**config.mk**
```make
export PLATFORM = sky130hd
export DESIGN_NAME = matmul_param_engine
export DESIGN_NICKNAME = d
export VERILOG_FILES = /design/src/rtl/matmul_param_engine.sv
export SDC_FILE = /design/constraint.sdc
export NUM_CORES = 1
export LEC_CHECK = 0
export ABC_AREA = 1
export CAP_MARGIN = 20
export CORE_UTILIZATION = 64
export CTS_CLUSTER_SIZE = 40
export DETAILED_ROUTE_END_ITERATION = 10
export HOLD_SLACK_MARGIN = 0.06
export PLACE_DENSITY = 0.87
export RECOVER_POWER = 25
export REMOVE_ABC_BUFFERS = 1
export SYNTH_ARGS = -nofsm -noshare
export SYNTH_HDL_FRONTEND = slang
export SYNTH_SLANG_ARGS = --single-unit
export TNS_END_PERCENT = 50
```
**constraint.sdc**
```tcl
create_clock -name clk -period 12.8 [get_ports clk]
set_input_delay 3.84 -clock clk [delete_from_list [all_inputs] [get_ports clk]]
set_output_delay 3.84 -clock clk [all_outputs]
set_load 0.05 [all_outputs]
```
**src/rtl/matmul_param_engine.sv**
```systemverilog
// matmul_param_engine: streaming NxN matrix multiply, C = A x B or A x B^T.
// Reads A/B from 1-cycle synchronous RAMs, writes C elements to a result RAM.
module matmul_param_engine #(
    parameter int N      = 8,
    parameter int DATA_W = 8,
    parameter int SIGNED = 1,
    parameter int ACC_W  = 19,
    parameter int CNT_W  = 11,
    localparam int LW    = $clog2(N),
    localparam int AW    = 2 * LW
) (
    input  logic              clk,
    input  logic              rst,
    input  logic              start,
    input  logic              b_transpose,
    output logic              busy,
    output logic              done,
    output logic [CNT_W-1:0]  clock_count,
    output logic [AW-1:0]     a_addr,
    input  logic [DATA_W-1:0] a_rdata,
    output logic [AW-1:0]     b_addr,
    input  logic [DATA_W-1:0] b_rdata,
    output logic              c_we,
    output logic [AW-1:0]     c_addr,
    output logic [ACC_W-1:0]  c_wdata
);

    localparam int  PW   = 2 * DATA_W;
    localparam bit  SG   = (SIGNED != 0);
    localparam logic [LW-1:0] KMAX = LW'(N - 1);

    typedef enum logic [1:0] {
        IDLE  = 2'd0,
        RUN   = 2'd1,
        DRAIN = 2'd2,
        DONE  = 2'd3
    } state_t;

    state_t state;

    logic          bt;
    logic [1:0]    drain;
    logic [LW-1:0] i, j, k;
    logic [LW-1:0] i_nx, j_nx, k_nx;
    logic          last_issue;

    // stage 1: RAM data cycle, stage 2: product register cycle
    logic          s1_v, s1_first, s1_last;
    logic [AW-1:0] s1_c;
    logic          s2_v, s2_first, s2_last;
    logic [AW-1:0] s2_c;

    logic [PW-1:0]    prod;
    logic [PW-1:0]    prod_nx;
    logic [PW-1:0]    a_ext, b_ext;
    logic [ACC_W-1:0] prod_acc;
    logic [ACC_W-1:0] acc;
    logic [ACC_W-1:0] acc_nx;

    // next (i,j,k) in k-innermost order; wraps naturally for power-of-two N
    always_comb begin
        k_nx = k + 1'b1;
        j_nx = j;
        i_nx = i;
        if (k == KMAX) begin
            j_nx = j + 1'b1;
            if (j == KMAX) begin
                i_nx = i + 1'b1;
            end
        end
        last_issue = (i == KMAX) && (j == KMAX) && (k == KMAX);
    end

    // operand extension, multiply and accumulate arithmetic
    always_comb begin
        a_ext    = {{DATA_W{SG & a_rdata[DATA_W-1]}}, a_rdata};
        b_ext    = {{DATA_W{SG & b_rdata[DATA_W-1]}}, b_rdata};
        prod_nx  = a_ext * b_ext;
        prod_acc = {{(ACC_W-PW){SG & prod[PW-1]}}, prod};
        acc_nx   = s2_first ? prod_acc : acc + prod_acc;
    end

    // control FSM, address issue and cycle counter
    always_ff @(posedge clk) begin
        if (rst) begin
            state       <= IDLE;
            busy        <= 1'b0;
            done        <= 1'b0;
            bt          <= 1'b0;
            drain       <= 2'd0;
            clock_count <= '0;
            i           <= '0;
            j           <= '0;
            k           <= '0;
            a_addr      <= '0;
            b_addr      <= '0;
        end else begin
            if ((state == RUN || state == DRAIN) && clock_count != '1) begin
                clock_count <= clock_count + 1'b1;
            end
            unique case (state)
                IDLE, DONE: begin
                    if (start) begin
                        state       <= RUN;
                        busy        <= 1'b1;
                        done        <= 1'b0;
                        bt          <= b_transpose;
                        clock_count <= '0;
                        i           <= '0;
                        j           <= '0;
                        k           <= '0;
                        a_addr      <= '0;
                        b_addr      <= '0;
                    end
                end
                RUN: begin
                    if (last_issue) begin
                        state <= DRAIN;
                        drain <= 2'd0;
                    end else begin
                        i      <= i_nx;
                        j      <= j_nx;
                        k      <= k_nx;
                        a_addr <= {i_nx, k_nx};
                        b_addr <= bt ? {j_nx, k_nx} : {k_nx, j_nx};
                    end
                end
                DRAIN: begin
                    drain <= drain + 2'd1;
                    if (drain == 2'd2) begin
                        state <= DONE;
                        busy  <= 1'b0;
                        done  <= 1'b1;
                    end
                end
                default: state <= IDLE;
            endcase
        end
    end

    // MAC pipeline with tags; result strobe on the last k of each element
    always_ff @(posedge clk) begin
        if (rst) begin
            s1_v     <= 1'b0;
            s1_first <= 1'b0;
            s1_last  <= 1'b0;
            s1_c     <= '0;
            s2_v     <= 1'b0;
            s2_first <= 1'b0;
            s2_last  <= 1'b0;
            s2_c     <= '0;
            prod     <= '0;
            acc      <= '0;
            c_we     <= 1'b0;
            c_addr   <= '0;
            c_wdata  <= '0;
        end else begin
            s1_v     <= (state == RUN);
            s1_first <= (k == '0);
            s1_last  <= (k == KMAX);
            s1_c     <= {i, j};
            s2_v     <= s1_v;
            s2_first <= s1_first;
            s2_last  <= s1_last;
            s2_c     <= s1_c;
            prod     <= prod_nx;
            c_we     <= 1'b0;
            if (s2_v) begin
                acc <= acc_nx;
                if (s2_last) begin
                    c_we    <= 1'b1;
                    c_addr  <= s2_c;
                    c_wdata <= acc_nx;
                end
            end
        end
    end

endmodule

```
==> results_dict.tcl <==
set metrics [dict create \
    outcome "complete, but fails checks" \
    violations "max-capacitance violations, max-slew violations" \
    maxCapViolations 1 \
    synth_warnings 0 \
    timing.setup.tns_ns 0 \
    skew_ns 0.00991 \
    critPathArrivalTime_ns 8.22 \
    die_h_um 114 \
    timing.slew.headroom_pct -64.6 \
    drive_above_1_share_pct 4.34 \
    powerDensity_nw_per_um2 168 \
    reg2reg_to "c_wdata[16]$_SDFFE_PP0P_" \
    fill_cells 977 \
    min_path_type "flop to flop" \
    area_growth_pct 13.3 \
    grt_pass1_wl_um 29500 \
    fp.dieW_um 114 \
    ff2ff_setup_slack_ns 10.61 \
    worst_pin_slew_ns 2.47 \
    numPortBuffers 70 \
    r2r-start "prod[0]$_SDFF_PP0_" \
    setup.worst_path.start_class "primary input" \
    clock_latency_ns 0.35 \
    gp_congestion 0.915 \
    ys_seq_elements 112 \
    timing.critical_path.from "b_rdata[3]" \
    htree_levels 3 \
    dp_hpwl_um 12700 \
    critPathRequiredTime_ns 13.05 \
    num-nets-final 1307 \
    drt_wl_total_um 16800 \
    vias 6866 \
    post_drt_wl_per_cell_um 12.5 \
    core_area_um2 12100 \
    grt_max_degree 54 \
    viasPerCell 5.11 \
    fin_crit_ns 7.97 \
    ir_worst_vdd_mv 0.130 \
    insertedDiodeCount 0 \
    tritoncts "done" \
    route.detailed.drc 0 \
    grt_overflow_total 0 \
    slew_viol_final 54 \
    cp_max_fo 8 \
    postSynthAreaPerCell_um2 7.14 \
    fmax_ghz 0.125 \
    netlist_area_um2 8040 \
    final_design_area_no_fill_um2 9110 \
    synth_cell_types 41 \
    grt_pass1_vias 6613 \
    hold_viol 0 \
    period_share_pct 62.3 \
    finalSetupViolCount 0 \
    cts_setup_buffers 0 \
    setup.worst_path.class "primary input to flop" \
    critPathCaptureType "flop" \
    rsz0062_at_grt "no" \
    ioPinCount 71 \
    cts-root-buf "clkbuf_16" \
    ctsResizeCount 0 \
    clock_sinks 112 \
    clkTransAtPathRegs_ns 0.07 \
    cp-endpoint "prod[15]$_SDFF_PP0_" \
    postRouteAntennaNets 0 \
    holdBufCountCts 0 \
    yosysSeqAreaShare_pct 27.9 \
    place_area_um2 8810 \
    drt_iter0_drc 530 \
    cts_buffers 9 \
    p_leak_uw 0.00469 \
    grtUsageTotal_pct 28.3 \
    syn_inst 1126 \
    dr.pass1.iters 5 \
    fp.dieArea_um2 13000 \
    cts_buffer_depth 2 \
    fp-row-count 40 \
    r2r_cells 15 \
    initial_utilization_pct 66.4 \
    antenna_found_initial 0 \
]
-- cell usage after synthesis (all sizes together) --
cell	instances	area, um2
fa	56	1120
and2	1	6.26
inv	236	886
a31oi	3	18.8
nand3b	6	57.6
a21o	1	7.51
o211ai	11	82.6
dfxtp	112	2240
or2	9	56.3
o22ai	1	6.26
nand2	245	942
a22oi	2	15.0
nor3b	1	12.5
clkbuf	31	116
nor4	2	12.5
xor2	5	43.8
a21oi	50	258
nand4	5	37.5
o21bai	2	15.0
nor3	6	46.3
a211oi	2	15.0
ha	59	738
xnor2	7	61.3
nand3	66	350
nor2	136	528
buf	8	46.3
o21ai	63	315
-- sequential cells by signal, indices dropped and copies added (netlist names), 3 cells and up --
signal	count
a_addr	6
acc	19
b_addr	6
c_addr	6
c_wdata	19
clock_count	11
j	3
prod	16
s1_c	6
s2_c	6
-- cells by family (layout without fill, tap and decap cells) --
family                     after synthesis  after routing  synth area share (%)
xor gates and xnor gates                12             12                  1.31
adders and majority gates              115            115                  23.1
AOI/OAI and AO/OA                      135            135                  9.12
buffers and inverters                  275            325                  13.0
and+or+nand+nor                        477            477                  25.5
DFF                                    112            112                  27.9
-- where the power goes --
part | leakage (uW) | internal [uW] | total [uW] | switching (uW)
Sequential | 0.000911 | 397 | 437 | 39.8
Clock | 0.000145 | 154 | 288 | 134
Combinational | 0.00363 | 286 | 803 | 517
Total | 0.00469 | 838 | 1530 | 690
-- per-layer routing --
| layer | track usage (%) | vias to the layer above | wire length [um] |
|---|---|---|---|
| li1 | - | 3529 | - |
| met1 | 35.7 | 3177 | 7520 |
| met2 | 50.6 | 144 | 8370 |
| met3 | 4.50 | 16 | 702 |
| met4 | 6.67 | 0 | 248 |
| met5 | 0 | - | 0 |
-- how the worst min path moves through the flow --
| stage | startpoint | to | slack (ns) | cells after the start |
|---|---|---|---|---|
| 2_1_floorplan | s1_c[0]$_SDFF_PP0_ | s2_c[0]$_SDFF_PP0_ | 0.39 | 2 |
| 3_3_place_gp | s1_c[3]$_SDFF_PP0_ | s2_c[3]$_SDFF_PP0_ | 0.39 | 2 |
| 3_5_place_dp | s1_c[1]$_SDFF_PP0_ | s2_c[1]$_SDFF_PP0_ | 0.40 | 2 |
| 4_1_cts | s1_c[4]$_SDFF_PP0_ | s2_c[4]$_SDFF_PP0_ | 0.40 | 2 |
| 5_1_grt | s1_v$_SDFF_PP0_ | s2_v$_SDFF_PP0_ | 0.42 | 2 |
| 6_report | s1_c[4]$_SDFF_PP0_ | s2_c[4]$_SDFF_PP0_ | 0.40 | 2 |
-- cell usage in the layout (no fill, tap or decap), drive strengths merged, types with 3 or more instances in the layout --
| cell | instances |
|---|---|
| nand3 | 66 |
| nand2 | 245 |
| clkbuf | 10 |
| o211ai | 11 |
| fa | 56 |
| buf | 4 |
| nand4 | 5 |
| a21oi | 50 |
| clkdlybuf4s50 | 69 |
| xnor2 | 7 |
| nor3 | 6 |
| a31oi | 3 |
| nand3b | 6 |
| or2 | 9 |
| o21ai | 63 |
| dfxtp | 112 |
| nor2 | 136 |
| ha | 59 |
| xor2 | 5 |
| inv | 240 |
-- final cells by class --
class	instances	area [um2]	share of cell area, %
timing repair buffer	74	722	7.93
tap	168	210	2.31
inverter	236	886	9.73
multi-input combinational	739	4750	52.1
clock buffer	9	225	2.47
sequential	112	2240	24.6
clock inverter	6	75.1	0.824
-- worst max-delay path, cell delays in order --
cell and delay (ns):
clkdlybuf4s50_1 0.57, nand2_1 0.13, inv_1 0.09, fa_1 0.64, inv_1 0.16, fa_1 0.55, inv_1 0.05, fa_1 0.52
inv_1 0.06, fa_1 0.53, inv_1 0.04, ha_1 0.34, nand2_1 0.07, inv_1 0.08, nand3_1 0.09, nor3_1 0.18
nor2_1 0.09, a21oi_1 0.12, nor2_1 0.06
-- per-stage QoR --
step | utilization [%] | power [uW] | hold slack [ns] | setup slack (ns) | instances
final | 75.2 | 1530 | 0.399 | 4.83 | 1344
after global routing | 75.2 | 1670 | 0.419 | 4.44 | 1344
after CTS | 75.2 | 1530 | 0.400 | 4.84 | 1344
after detailed placement | 72.7 | 1240 | 0.396 | 4.49 | 1329
after global placement | 72.7 | 1210 | 0.390 | 4.55 | 1329
after floorplan | - | 1050 | 0.388 | 5.21 | 1087
Note: power is estimated with default switching activity, not from simulation.
